**src/rtl/param_data_memory_pkg.sv**
```systemverilog
// Shared definitions for param_data_memory: controller state encoding and byte-lane width.
// Pure declarations, no logic.
package param_data_memory_pkg;

  localparam int LANE_W = 8;

  typedef enum logic {
    ST_INIT = 1'b0,
    ST_RUN  = 1'b1
  } state_e;

endpackage

```
**src/rtl/lane_merge.sv**
```systemverilog
// Byte-lane merge: each lane comes from new_i when its enable is set, otherwise from old_i.
// Purely combinational, zero latency, no flow control.
module lane_merge
  import param_data_memory_pkg::*;
#(
  parameter int DATA_W = 8
) (
  input  logic [DATA_W-1:0]        old_i,
  input  logic [DATA_W-1:0]        new_i,
  input  logic [DATA_W/LANE_W-1:0] lane_en_i,
  output logic [DATA_W-1:0]        merged_o
);

  for (genvar i = 0; i < DATA_W / LANE_W; i++) begin : g_lane
    assign merged_o[i*LANE_W +: LANE_W] = lane_en_i[i] ? new_i[i*LANE_W +: LANE_W]
                                                       : old_i[i*LANE_W +: LANE_W];
  end

endmodule

```
**src/rtl/param_data_memory.sv**
```systemverilog
// Single-port register-array memory with byte lanes, write-first read forwarding and a post-reset clear sweep.
// Read latency 1 cycle, one result per cycle; requests are dropped while ready is low (clear sweep).
module param_data_memory
  import param_data_memory_pkg::*;
#(
  parameter int          DATA_W     = 8,
  parameter int unsigned DEPTH      = 32,
  parameter int          ADDR_W     = 5,
  parameter int          INIT_CLEAR = 1
) (
  input  logic                     clk,
  input  logic                     rst,
  input  logic                     wr,
  input  logic                     rd,
  input  logic [ADDR_W-1:0]        address,
  input  logic [DATA_W-1:0]        data_write,
  input  logic [DATA_W/LANE_W-1:0] lane_en,
  output logic [DATA_W-1:0]        data_read,
  output logic                     rd_valid,
  output logic                     ready,
  output logic                     err
);

  localparam logic [ADDR_W-1:0] LAST_ADDR = ADDR_W'(DEPTH - 1);
  localparam logic [ADDR_W:0]   DEPTH_X   = (ADDR_W + 1)'(DEPTH);

  state_e              state_q, state_d;
  logic [ADDR_W-1:0]   clr_cnt_q, clr_cnt_d;
  logic [DATA_W-1:0]   data_read_q, data_read_d;
  logic                rd_valid_q, rd_valid_d;
  logic                err_q, err_d;

  logic [DATA_W-1:0]   mem_q [DEPTH];

  logic                in_range;
  logic [DATA_W-1:0]   old_word;
  logic [DATA_W-1:0]   merged_word;
  logic                mem_we;
  logic [ADDR_W-1:0]   mem_waddr;
  logic [DATA_W-1:0]   mem_wdata;

  assign in_range = {1'b0, address} < DEPTH_X;
  assign old_word = in_range ? mem_q[address] : '0;

  // One merge result feeds both the array write and the write-first read path.
  lane_merge #(
    .DATA_W (DATA_W)
  ) u_lane_merge (
    .old_i     (old_word),
    .new_i     (data_write),
    .lane_en_i (lane_en),
    .merged_o  (merged_word)
  );

  always_comb begin
    state_d     = state_q;
    clr_cnt_d   = clr_cnt_q;
    data_read_d = data_read_q;
    rd_valid_d  = 1'b0;
    err_d       = 1'b0;
    mem_we      = 1'b0;
    mem_waddr   = address;
    mem_wdata   = merged_word;

    case (state_q)
      ST_INIT: begin
        if (INIT_CLEAR != 0) begin
          mem_we    = 1'b1;
          mem_waddr = clr_cnt_q;
          mem_wdata = '0;
          if (clr_cnt_q == LAST_ADDR) begin
            state_d = ST_RUN;
          end else begin
            clr_cnt_d = clr_cnt_q + 1'b1;
          end
        end else begin
          state_d = ST_RUN;
        end
      end
      ST_RUN: begin
        mem_we = wr && in_range;
        err_d  = (rd || wr) && !in_range;
        if (rd) begin
          rd_valid_d  = 1'b1;
          data_read_d = !in_range ? '0 : (wr ? merged_word : old_word);
        end
      end
      default: state_d = ST_INIT;
    endcase
  end

  always_ff @(posedge clk or posedge rst) begin
    if (rst) begin
      state_q     <= ST_INIT;
      clr_cnt_q   <= '0;
      data_read_q <= '0;
      rd_valid_q  <= 1'b0;
      err_q       <= 1'b0;
    end else begin
      state_q     <= state_d;
      clr_cnt_q   <= clr_cnt_d;
      data_read_q <= data_read_d;
      rd_valid_q  <= rd_valid_d;
      err_q       <= err_d;
    end
  end

  // The array is cleared only by the INIT sweep, never by rst itself.
  always_ff @(posedge clk) begin
    if (mem_we) begin
      mem_q[mem_waddr] <= mem_wdata;
    end
  end

  assign data_read = data_read_q;
  assign rd_valid  = rd_valid_q;
  assign err       = err_q;
  assign ready     = (state_q == ST_RUN);

endmodule

```
**config.mk**
```make
export PLATFORM = sky130hd
export DESIGN_NAME = param_data_memory
export DESIGN_NICKNAME = d
export VERILOG_FILES = /design/src/rtl/param_data_memory_pkg.sv /design/src/rtl/lane_merge.sv /design/src/rtl/param_data_memory.sv
export SDC_FILE = /design/constraint.sdc
export NUM_CORES = 1
export LEC_CHECK = 0
export BUFFER_PORTS_ARGS = -buffer_cell sky130_fd_sc_hd__buf_2
export CAP_MARGIN = 5
export CORE_MARGIN = 3
export CORE_UTILIZATION = 33
export DETAILED_ROUTE_END_ITERATION = 10
export SYNTH_ARGS = -nofsm -noshare
export SYNTH_HDL_FRONTEND = slang
export SYNTH_SLANG_ARGS = --single-unit
```
**constraint.sdc**
```tcl
create_clock -name clk -period 4.9 [get_ports clk]
set_clock_uncertainty 0.2 [all_clocks]
set_input_delay 0.98 -clock clk [delete_from_list [all_inputs] [get_ports clk]]
set_output_delay 0.98 -clock clk [all_outputs]
set_load 0.02 [all_outputs]
```
# After elaboration in Yosys (flattened, before gate mapping)

Memory sizes are Yosys's and may differ from the RTL's.
Cells that the tools add are included.

Flip-flop bits (word level): 15
Memory bits (writable): 256
Output and inout bits: 11
Logic and storage cells: 22
Memories: 1

$add $sub $neg: 1
Equality and inequality tests: 1
Multiplexer cells: 11
Bitwise gates (word level): 2
Reduce and logical (&&, ||, !) cells: 2

Memories:

| name  | words | bits a word | rd ports | clocked after memory_dff | wr ports | RTL line                | source |
|---|---|---|---|---|---|---|---|
| mem_q | 32    | 8           | 1        | 0                        | 1        | param_data_memory.sv:33 | `logic [DATA_W-1:0] mem_q [DEPTH];` |

Operators with widths:

| cell                | count |
|---|---|
| $mux 8              | 3 |
| $mux 1              | 6 |
| $add 5x1->5 const B | 1 |
| $eq 5x5->1 const B  | 1 |
| $mux 5              | 1 |
| $reduce_and 2->1    | 2 |
| $not 1->1           | 2 |
| $pmux 1 s2          | 1 |

# Logic depth before layout (Yosys ltp)

Depth in word-level cells: 4
Gate-level depth with buffers: 8

# Cells and area by module

Synthesis repeated with hierarchy kept, for this count alone.

Cell total of the unflattened synthesis: 661
Area, all modules: 11123.2 µm²

By module, submodules not included:

| module            | instances | cells an instance | area each (µm²) |
|---|---|---|---|
| param_data_memory | 1         | 652               | 10991.8 |
| lane_merge        | 1         | 9                 | 131.4 |

# Worst setup path after synthesis

No wires, ideal clock.

Kind: input -> register
Start: input address[0]
End: memory mem_q[0][1], data pin
Library setup time: 0.364 ns
Data arrival time: 3.109 ns
Slack: 1.227 ns
Cell stages on the path: 8
Path buffers: 3
Cells stage by stage: buf_6 -> buf_12 -> buf_8 -> mux2i_1 -> a22oi_1 -> a21oi_1 -> or4_4 -> o31ai_2

Longest elaborated chain between the ends: 3

Ends and longest elaborated chain:

| item               | RTL line                | source |
|---|---|---|
| start: declaration | param_data_memory.sv:15 | `input logic [ADDR_W-1:0] address,` |
| $mem_v2 32x8       | -                       |  |
| $mux 8             | lane_merge.sv:15        | `assign merged_o[i*LANE_W +: LANE_W] = lane_en_i[i] ? new_i[i*LANE_W +: LANE_W]` |
| $mux 8             | param_data_memory.sv:65 | `case (state_q)` |
| net mem_wdata[1]   | param_data_memory.sv:40 | `logic [DATA_W-1:0] mem_wdata;` |
| end: declaration   | param_data_memory.sv:33 |  |

The timed path passes the listed nets, and every way through them passes these cells.

# Worst setup path in the final report

Start: input address[0]
End: memory mem_q[20][4], data pin

Same word-level chain as after synthesis.

==> results.md <==
* Met3 routed WL at 1.55 mm
* R2R Setup Slk at 1630 ps
* Worst-path clk slew at 60 ps
* Clock power frac at 38.0%
* Setup repair bufs after CTS at 0
* Switching Power at 1.08 mW
* Setup crit start kind: input port
* ANT cells at 0
* Root Driver: clkbuf_16
* Clock H-tree levels at 1
* Clock latency on the worst-skew pair at 530 ps
* # nets final at 728
* Core Rows at 66
* Clock period minus final worst setup slack at 3510 ps
* Initial core utilization at 33.7%
* Setup ws final at 1390 ps
* Hold Buf Count CTS at 0
* Gpl congestion at 0.813
* Core area at 32800 um^2
* Cell-internal power at 3.72 mW
* Die width at 189 um
* Sw Ratio at 22.5%
* Synth Register Bits at 271
* Met1 wire length at 12.0 mm
* Total power at 4.80 mW
* Port bufs at 27
* Routed len/inst at 23.3 um
* Slew Viols, Final at 0
* Hold endpoint: data_read[5]
* First-pass GRT wire length at 39.8 mm
* Net Count, Synth at 684
* Initial antenna violation count at 0
* Most frequent cells in the layout: edfxtp_1 (256), mux2i_1 (129), a22oi_1 (72), nor2_1 (37), a21oi_1 (33)
* Leakage at 4.30 nW
* Initial DRT Pass Iterations at 5
* Fmax at 0.284 GHz
* Worst Path Buf+Inv at 3
* Vias in the first global route at 5875
* Die span in y at 189 um
* Worst EP required at 5080 ps
* Logic pwr share at 7.5%
* TritonCTS Sinks at 271
* Clock buffer depth at 3
* Hold Fails Final Rpt at 0
* Setup_tns at 0 ps
* Outcome: complete, no violations
* Final-layout fill cell count at 3036
* Pwr per Cell Area at 382 nW/um^2
* Final hold slack at 325 ps
* Die area at 35700 um^2
* # DRC at 0
* TritonCTS clock tree: built
* Reg2Reg Depth at 4
* Hold WC Path Type: reg2reg
* Hold Path Depth at 2
* Worst slack, placed at 817 ps
* Synth-to-Final Area Change at 13.6%
* WL final at 27.3 mm
* CP Capture Type: register
* Crit path max-delay family: compound AO/OA/AOI/OAI gates
* DR WL met2 at 13.2 mm
* RR Startpoint: ready
* # resized after CTS at 0
* CP Max Fanout at 36
* Distinct cells, synth at 41
* Slowest cell on crit path: o31ai_4
* Mapped cell area at 11000 um^2
* Ys Warns at 0
* Max cap viols at 0
* Highest routed layer: met4
* CTS Buf Count at 27
* Register area share after synthesis at 73.0%
* Largest net degree at the start of global routing at 37
* Avg Inst Size Synth at 16.6 um^2
* Final setup vio count at 0
* Crit-path max cell delay at 670 ps
* Leading cell type in the layout, fill and taps excluded: edfxtp_1
* Crit path kind: in2reg
* IO Pins at 29
* Final Cycle Share at 71.7%
* Gr ovfl total at 0
* Sequential share of power at 54.5%
* ANT nets after route at 0
* Hold_sp: data_read[5]
* Worst R2R End: mem_q[30][6]
* Critical path, cell by cell: buf_6 > buf_12 > mux2i_1 > a22oi_1 > a21oi_1 > or4_4 > o31ai_4 > buf_4
* Initial DRC Count at 634
* Global router's overall resource usage at 15.0%
* Worst EP arrival at 3690 ps
* Worst slew pin tran at 1170 ps
* Synth Instances at 664
* RSZ-0062 raised after global routing: no
* Via count of the routed design at 6036
* Rel. slew slack at 21.9%
* Via density per instance at 5.16
* DPL Wire Length at 17.2 mm
* Maximum VDD drop at 0.224 mV
* Share of layout cells above drive strength 1 at 14.6%
[worst max-delay path by stage]
| stage | startpoint | endpoint | cells past startpoint |
|---|---|---|---|
| floorplan | address[0] | mem_q[0][1] | 8 |
| global placement | address[2] | mem_q[23][4] | 7 |
| detailed placement | address[2] | mem_q[16][4] | 7 |
| CTS | address[2] | mem_q[13][4] | 7 |
| global route | address[0] | mem_q[13][4] | 8 |
| finish | address[0] | mem_q[20][4] | 8 |
[layer usage]
| metal | vias up | global-route usage (%) |
|---|---|---|
| met5 | - | 0 |
| li1 | 2708 | - |
| met4 | 0 | 3.72 |
| met3 | 38 | 2.13 |
| met2 | 189 | 24.8 |
| met1 | 3101 | 20.9 |
[flip-flops by register name, summed over array words and instances, names as in the netlist]
signal	count
clr_cnt_q	5
mem_q	256
ready	1
data_read	8
rd_valid	1
[metrics by stage]
| step | area, um^2 | instances | util [%] |
|---|---|---|---|
| after floorplan | 11000 | 664 | - |
| after global placement | 11800 | 1121 | 36.0 |
| after detailed placement | 11800 | 1121 | 36.0 |
| after CTS | 12600 | 1170 | 38.3 |
| after global routing | 12600 | 1170 | 38.3 |
| final | 12600 | 1170 | 38.3 |
[final cells by class]
cell class | instances | area, um^2 | area share (%)
flip-flops and latches | 271 | 8060 | 64.2
multi-input cells | 350 | 2770 | 22.1
clock buffers | 34 | 702 | 5.59
well taps | 442 | 553 | 4.41
repair buffers | 53 | 387 | 3.08
clock inverters | 15 | 61.3 | 0.488
inverters | 5 | 18.8 | 0.150
[cells by family (layout without fill, tap and decap cells)]
logic type | Yosys count | count (layout) | synth area share, %
muxes | 131 | 131 | 11.9
AOI/OAI and AO/OA | 129 | 129 | 8.18
other | 1 | 1 | 0.0339
DFF | 271 | 271 | 73.0
and+or+nand+nor | 84 | 84 | 3.73
xor gates and xnor gates | 3 | 3 | 0.238
adders and majority gates | 2 | 2 | 0.226
buffers and inverters | 43 | 107 | 2.72
[power by group through the flow]
stage	registers, mW	logic [mW]	clock network, mW
finish	2.62	0.361	1.82
global route	2.62	0.384	1.94
CTS	2.62	0.362	1.85
detailed placement	2.66	0.360	0
global placement	2.66	0.353	0
floorplan	2.67	0.208	0
[synth_stat cells]
master    number  area share, %
nand2b_1       2           0.11
nor2_1        38            1.3
clkbuf_1      13           0.44
or2_2          1          0.057
or4_4          8           0.82
o31ai_4        1           0.19
and2_1         2           0.11
o21ai_0        1          0.045
dfrtp_1       15            3.4
nor3_1         1          0.045
inv_2          1          0.034
buf_6          5           0.51
a22oi_1       72            4.9
o22ai_1        2           0.11
clkbuf_4       3           0.20
ha_1           2           0.23
mux2i_1      129             12
buf_2          5           0.23
conb_1         1          0.034
nand3_1        1          0.045
buf_12         3           0.54
inv_1          4           0.14
nor2b_1        3           0.17
xnor2_1        2           0.16
a31oi_1        2           0.11
o21ai_1       10           0.45
buf_8          2           0.27
and3_1         1          0.057
xor2_1         1          0.079
a32oi_1        1          0.079
clkbuf_2       1          0.045
nor3b_1        1          0.068
or3_1          2           0.11
a21oi_1       33            1.5
mux2_1         2           0.20
nand2_1       23           0.78
buf_1          3           0.10
buf_4          3           0.20
nand4_1        1          0.057
o31ai_2        7           0.79
edfxtp_1     256             70
[worst register-to-register path: stages, from the launching register on]
cell	delay [ps]
dfrtp_1	570
inv_2	540
nor2_1	130
a32oi_1	910
nor2_1	540
Note: power is estimated with default switching activity, not from simulation.
